==> config.mk <==
export PLATFORM = sky130hd
export DESIGN_NAME = pipe_hazard_ctrl_flat
export DESIGN_NICKNAME = d
export VERILOG_FILES = /design/src/rtl/pipe_hazard_ctrl_pkg.sv /design/src/rtl/pipe_hazard_ctrl_if.sv /design/src/rtl/pipe_hazard_ctrl_hazard_detect.sv /design/src/rtl/pipe_hazard_ctrl.sv /design/src/flat_wrapper.sv
export SDC_FILE = /design/constraint.sdc
export NUM_CORES = 1
export LEC_CHECK = 0
export ABC_CLOCK_PERIOD_IN_PS = 6100
export CAP_MARGIN = 0
export CORE_ASPECT_RATIO = 1.4
export CORE_MARGIN = 2
export CORE_UTILIZATION = 45
export DETAILED_ROUTE_END_ITERATION = 10
export GPL_TIMING_DRIVEN = 0
export PLACE_DENSITY = 0.83
export SLEW_MARGIN = 20
export SYNTH_ARGS = -nofsm -noshare
export SYNTH_HDL_FRONTEND = slang
export SYNTH_SLANG_ARGS = --single-unit
==> constraint.sdc <==
create_clock -name clk -period 6.1 [get_ports clk]
set_input_delay 1.83 -clock clk [delete_from_list [all_inputs] [get_ports clk]]
set_output_delay 1.83 -clock clk [all_outputs]
set_load 0.02 [all_outputs]
==> src/rtl/pipe_hazard_ctrl_pkg.sv <==
// Shared types and constants for the pipeline hazard controller.
package pipe_ctrl_pkg;

  typedef enum logic [1:0] {
    RUN      = 2'd0,
    MEM_WAIT = 2'd1,
    HALT     = 2'd2
  } pipe_state_e;

  localparam logic [4:0] REG_X0 = 5'd0;

  typedef struct packed {
    logic pc_en;
    logic if_id_en;
    logic id_ex_en;
    logic ex_mem_en;
    logic mem_wb_en;
    logic if_id_flush;
    logic id_ex_flush;
    logic ex_mem_flush;
    logic mem_wb_flush;
  } pipe_ctl_t;

  localparam pipe_ctl_t CTL_RUN    = 9'b11111_0000;
  localparam pipe_ctl_t CTL_BRANCH = 9'b11111_1110;
  localparam pipe_ctl_t CTL_BUBBLE = 9'b00111_0100;
  localparam pipe_ctl_t CTL_STALL  = 9'b00001_0001;
  localparam pipe_ctl_t CTL_RESET  = 9'b00000_1111;
  localparam pipe_ctl_t CTL_HALT   = 9'b00000_0000;

endpackage

==> src/rtl/pipe_hazard_ctrl_if.sv <==
// Data-memory request/ready handshake between the
// hazard controller (master) and the data memory (slave).
interface pipe_hazard_ctrl_if;
  logic dmem_req;
  logic dmem_ready;

  modport master (
    output dmem_req,
    input  dmem_ready
  );

  modport slave (
    input  dmem_req,
    output dmem_ready
  );
endinterface

==> src/rtl/pipe_hazard_ctrl_hazard_detect.sv <==
// Combinational load-use comparator between the ID
// source operands and the load destination in EX.
module hazard_detect
  import pipe_ctrl_pkg::*;
(
  input  logic [4:0] id_rs1,
  input  logic [4:0] id_rs2,
  input  logic       id_uses_rs1,
  input  logic       id_uses_rs2,
  input  logic [4:0] ex_rd,
  input  logic       ex_mem_to_reg,
  output logic       load_use
);

  logic hit1;
  logic hit2;

  assign hit1 = id_uses_rs1 && (id_rs1 == ex_rd);
  assign hit2 = id_uses_rs2 && (id_rs2 == ex_rd);

  assign load_use = ex_mem_to_reg
                 && (ex_rd != REG_X0)
                 && (hit1 || hit2);

endmodule

==> src/rtl/pipe_hazard_ctrl.sv <==
// Pipeline enable/flush controller: branch flush, dmem wait
// with timeout, load-use bubble. Optional PIPE_PERF_CNT_EN.
module pipe_hazard_ctrl
  import pipe_ctrl_pkg::*;
#(
  parameter int WAIT_LIMIT = 255,
  parameter int CNT_W      = 32
) (
  input  logic              clk,
  input  logic              reset_n,
  input  logic [4:0]        id_rs1,
  input  logic [4:0]        id_rs2,
  input  logic              id_uses_rs1,
  input  logic              id_uses_rs2,
  input  logic [4:0]        ex_rd,
  input  logic              ex_mem_to_reg,
  input  logic              mem_access,
  input  logic              mem_do_branch,
  pipe_hazard_ctrl_if.master dmem,
  output logic              pc_en,
  output logic              if_id_en,
  output logic              id_ex_en,
  output logic              ex_mem_en,
  output logic              mem_wb_en,
  output logic              if_id_flush,
  output logic              id_ex_flush,
  output logic              ex_mem_flush,
  output logic              mem_wb_flush,
  output logic              mem_timeout,
  output logic [1:0]        state
`ifdef PIPE_PERF_CNT_EN
  ,
  output logic [CNT_W-1:0]  stall_cycles,
  output logic [CNT_W-1:0]  flush_events
`endif
);

  localparam int WCNT_W = $clog2(WAIT_LIMIT + 1);
  localparam logic [WCNT_W-1:0] WCNT_MAX = WCNT_W'(WAIT_LIMIT);
  localparam logic [WCNT_W-1:0] WCNT_ONE = WCNT_W'(1);

  pipe_state_e       state_q, state_d;
  logic [WCNT_W-1:0] wcnt_q, wcnt_d;
  pipe_ctl_t         ctl_core;
  pipe_ctl_t         ctl;
  logic              req_core;
  logic              load_use;

  hazard_detect u_hazard_detect (
    .id_rs1        (id_rs1),
    .id_rs2        (id_rs2),
    .id_uses_rs1   (id_uses_rs1),
    .id_uses_rs2   (id_uses_rs2),
    .ex_rd         (ex_rd),
    .ex_mem_to_reg (ex_mem_to_reg),
    .load_use      (load_use)
  );

  always_comb begin
    state_d  = state_q;
    wcnt_d   = wcnt_q;
    ctl_core = CTL_RUN;
    req_core = mem_access && !mem_do_branch;
    unique case (state_q)
      RUN: begin
        if (mem_do_branch) begin
          ctl_core = CTL_BRANCH;
        end else if (mem_access && !dmem.dmem_ready) begin
          ctl_core = CTL_STALL;
          state_d  = MEM_WAIT;
          wcnt_d   = WCNT_ONE;
        end else if (load_use) begin
          ctl_core = CTL_BUBBLE;
        end
      end
      MEM_WAIT: begin
        // Branch here is a protocol violation and is ignored.
        req_core = 1'b1;
        if (dmem.dmem_ready) begin
          state_d = RUN;
          wcnt_d  = '0;
        end else begin
          ctl_core = CTL_STALL;
          if (wcnt_q == WCNT_MAX) state_d = HALT;
          else                    wcnt_d  = wcnt_q + WCNT_ONE;
        end
      end
      HALT: begin
        ctl_core = CTL_HALT;
        req_core = 1'b0;
      end
      default: begin
        state_d = RUN;
        wcnt_d  = '0;
      end
    endcase
  end

  always_ff @(posedge clk or negedge reset_n) begin
    if (!reset_n) begin
      state_q <= RUN;
      wcnt_q  <= '0;
    end else begin
      state_q <= state_d;
      wcnt_q  <= wcnt_d;
    end
  end

  // Reset overrides everything, combinationally.
  assign ctl = reset_n ? ctl_core : CTL_RESET;
  assign dmem.dmem_req = reset_n && req_core;

  assign pc_en        = ctl.pc_en;
  assign if_id_en     = ctl.if_id_en;
  assign id_ex_en     = ctl.id_ex_en;
  assign ex_mem_en    = ctl.ex_mem_en;
  assign mem_wb_en    = ctl.mem_wb_en;
  assign if_id_flush  = ctl.if_id_flush;
  assign id_ex_flush  = ctl.id_ex_flush;
  assign ex_mem_flush = ctl.ex_mem_flush;
  assign mem_wb_flush = ctl.mem_wb_flush;

  assign mem_timeout = (state_q == HALT);
  assign state       = state_q;

`ifdef PIPE_PERF_CNT_EN
  logic [CNT_W-1:0] stall_q, stall_d;
  logic [CNT_W-1:0] flush_q, flush_d;

  always_comb begin
    stall_d = stall_q;
    flush_d = flush_q;
    if (!ctl_core.pc_en && state_q != HALT && !(&stall_q))
      stall_d = stall_q + 1'b1;
    if (mem_do_branch && state_q == RUN && !(&flush_q))
      flush_d = flush_q + 1'b1;
  end

  always_ff @(posedge clk or negedge reset_n) begin
    if (!reset_n) begin
      stall_q <= '0;
      flush_q <= '0;
    end else begin
      stall_q <= stall_d;
      flush_q <= flush_d;
    end
  end

  assign stall_cycles = stall_q;
  assign flush_events = flush_q;
`endif

endmodule
==> src/flat_wrapper.sv <==
// flat-port wrapper written by rule: the top's interface ports become plain ports
module pipe_hazard_ctrl_flat import pipe_ctrl_pkg::*;
#(
  parameter int WAIT_LIMIT = 255,
  parameter int CNT_W      = 32
)
  (clk, reset_n, id_rs1, id_rs2, id_uses_rs1, id_uses_rs2, ex_rd, ex_mem_to_reg, mem_access, mem_do_branch, pc_en, if_id_en, id_ex_en, ex_mem_en, mem_wb_en, if_id_flush, id_ex_flush, ex_mem_flush, mem_wb_flush, mem_timeout, state, dmem_dmem_req, dmem_dmem_ready);
  pipe_hazard_ctrl_if dmem_i ();
  input  logic clk;
  input  logic reset_n;
  input  logic [4:0] id_rs1;
  input  logic [4:0] id_rs2;
  input  logic id_uses_rs1;
  input  logic id_uses_rs2;
  input  logic [4:0] ex_rd;
  input  logic ex_mem_to_reg;
  input  logic mem_access;
  input  logic mem_do_branch;
  output logic pc_en;
  output logic if_id_en;
  output logic id_ex_en;
  output logic ex_mem_en;
  output logic mem_wb_en;
  output logic if_id_flush;
  output logic id_ex_flush;
  output logic ex_mem_flush;
  output logic mem_wb_flush;
  output logic mem_timeout;
  output logic [1:0] state;
  output wire logic [$bits(dmem_i.dmem_req)-1:0] dmem_dmem_req;
  input wire logic [$bits(dmem_i.dmem_ready)-1:0] dmem_dmem_ready;
  assign dmem_dmem_req = dmem_i.dmem_req;
  assign dmem_i.dmem_ready = dmem_dmem_ready;
  pipe_hazard_ctrl #(.WAIT_LIMIT(WAIT_LIMIT), .CNT_W(CNT_W)) u_core (.clk(clk), .reset_n(reset_n), .id_rs1(id_rs1), .id_rs2(id_rs2), .id_uses_rs1(id_uses_rs1), .id_uses_rs2(id_uses_rs2), .ex_rd(ex_rd), .ex_mem_to_reg(ex_mem_to_reg), .mem_access(mem_access), .mem_do_branch(mem_do_branch), .dmem(dmem_i), .pc_en(pc_en), .if_id_en(if_id_en), .id_ex_en(id_ex_en), .ex_mem_en(ex_mem_en), .mem_wb_en(mem_wb_en), .if_id_flush(if_id_flush), .id_ex_flush(id_ex_flush), .ex_mem_flush(ex_mem_flush), .mem_wb_flush(mem_wb_flush), .mem_timeout(mem_timeout), .state(state));
endmodule
==> results.cfg <==
[drt]
drtAntennaViolNets = 0
avgViaCountPerCell = 5.875
drcViolationCount = 0
routed-via-count = 940
wl_per_cell_microns = 15.07
dr.pass1.iters = 4
drt-total-wl_microns = 2411
first_iter_violations = 24

[cts]
clkLatencyLatePin_ps = 260
clockBufferDepth = 2
cts_buffers = 3
post_cts_buffers = 0
path_clk_slew_ps = 70
htreeDepth = 1
root_buffer = clkbuf_4
cts_tree = yes
cts_hold_buf = 0
ctsResizeCount = 0
clock_sinks = 10

[cells_and_area]
drive_gt1_share_pct = 9.353
final_util_pct = 67.43
area_growth_pct = 45.18
nNetsFinal = 169
fill_cells = 164
diodes = 0
mostFrequentLayoutCell = clkdlybuf4s50_1
layout_common_cells = 35 x clkdlybuf4s50_1, 10 x a21oi_1, 10 x nand2_1, 10 x dfrtp_1, 8 x xor2_1

[sta]
rsz0062_at_grt = false
period_needed_ps = 5880
setup_tns_ps = 0
final_max_slew_viol_count = 0
skew_ps = 0.4704
fmax_mhz = 170.1
worstMarginPinSlew_ps = 651.7
fin_crit_sh_pct = 96.40
finalHoldViolations = 0
slew_headroom_pct = 56.42
finalSetupViolations = 0

[min_path]
min_to = u_core.wcnt_q[1]
hold_class = register to register
whs_path_depth = 2
min-delay-start = u_core.wcnt_q[1]

[die]
rows = 19
start_util_pct = 46.45
io_pins = 36
die_height_microns = 56.43
die_w_microns = 41.45
core_area_sq_mm = 0.001902
die-area_sq_mm = 0.002339

[logic_synthesis]
ys_warn_count = 0
syn_inst = 101
netlist_top_cells_area = dfrtp_1 28%, xor2_1 7.9%, ha_1 7.1%
synth-seq-cells = 10
synth_edf_count = 0
async_flop_share_pct = 100.0
yosysTopAreaCell = dfrtp_1
synth.avg_cell_area_sq_um = 8.746
mappedNetlistNets = 129
synth.top_cell.area_share_pct = 28.33
synth_area_sq_um = 883.3
synth_cell_types = 41
synth_flop_cell = dfrtp_1
synth_seq_area_share_pct = 28.33

[flow_run]
drv_cap = 0

[global_routing]
grt_start_max_net_pins = 17
grt_pass1_vias = 993
grt_pass1_wl_microns = 4008
grt_usage_pct = 22.14
grt_antenna_before_repair = 0
overflow = 0

[critical_path]
critPathRequiredTime_ps = 4270
cp_max_fo = 16
endpoint_kind = output pin
r2r_start = u_core.wcnt_q[0]
cp-start-kind = input pin
crit_type = input pin to output pin
ff2ff_path_depth = 5
worstReg2RegEnd = u_core.wcnt_q[3]
cp.arrival_ps = 4050
r2r_setup_slack_ps = 4490
startpoint = reset_n

[run_status]
status = finished, final reports clean

[power_and_ir_drop]
power_density_mw_per_mm2 = 273.8
ir_worst_vdd_uv = 230.7
leakage_nw = 0.5203

[placed_design]
place.gp.congestion = 0.7657
port_buffers = 35
dp_hpwl_microns = 1949
==> final cells by class <==
class                   count  area (sq um)  area share, %
plain buffers               4         33.78          2.634
clock buffers               3         22.52          1.756
inverters                   4         15.01          1.171
multi-input cells          83         584.3          45.56
flip-flops and latches     10         250.2          19.51
well taps                  21         26.28          2.049
repair buffers             35         350.3          27.32
==> per-stage QoR <==
step	power (mW)	hold slack [ps]	instance area, sq um	worst slack, ps	std cells
6_report	0.3511	540.4	1282	219.9	160
5_1_grt	0.3734	569.5	1282	49.51	160
4_1_cts	0.3534	546.7	1282	195.0	160
3_5_place_dp	0.3062	538.5	1260	213.1	157
3_3_place_gp	0.2994	527.1	1260	219.7	157
2_1_floorplan	0.2253	510.0	883.3	932.6	101
==> how the worst max path moves through the flow <==
| stage | slack (ps) | endpoint | cells past startpoint |
|---|---|---|---|
| 4_1_cts | 200 | pc_en | 5 |
| 3_3_place_gp | 220 | pc_en | 5 |
| 6_report | 220 | pc_en | 5 |
| 3_5_place_dp | 210 | pc_en | 5 |
| 2_1_floorplan | 930 | pc_en | 5 |
| 5_1_grt | 50 | pc_en | 5 |
==> metal layers <==
layer	track usage, %	vias to the layer above	share of wire, %
li1	-	450	-
met5	0	-	0
met2	43.08	37	55
met3	2.894	8	4.5
met4	14.29	0	3.0
met1	20.52	445	37
==> synth_stat cells (2+ instances only) <==
cell      n
o31a_1    2
nand2_1  10
and3_1    2
ha_1      5
xnor2_1   2
dfrtp_1  10
a31oi_1   2
nand3_1   2
o21ai_0   7
xor2_1    8
inv_1     4
nor4_1    2
nor2_1    3
a21oi_1  10
buf_4     3
o31ai_1   3
a22o_1    2
==> power breakdown <==
part	leakage, nW	internal [mW]	switching [mW]	total, mW
clock network	0.0138	0.0228	0.0232	0.0459
logic	0.372	0.101	0.111	0.213
registers	0.135	0.0786	0.0140	0.0926
total	0.520	0.203	0.148	0.351
==> cell families (layout without fill, tap and decap cells) <==
kind of cell,count (synthesis),count (layout),share of synthesized area [%]
flip-flops,10,10,28.33
AND/OR/NAND/NOR,31,31,18.98
adder cells (fa/ha/maj),5,5,7.082
multiplexers,1,1,1.275
XOR/XNOR,10,10,9.916
AO/OA/AOI/OAI,36,36,28.90
buffers and inverters,8,46,5.523
==> critical path, cell delays in order <==
cell and delay, ps:
clkdlybuf4s50_1 890, a21boi_0 390, o31a_1 240, buf_4 110, clkdlybuf4s50_1 590
==> flip-flops by register name (all words and copies together), names as in the netlist <==
name / count
u_core.state: 2
u_core.wcnt_q: 8
Power figures use the tool's default switching activity.
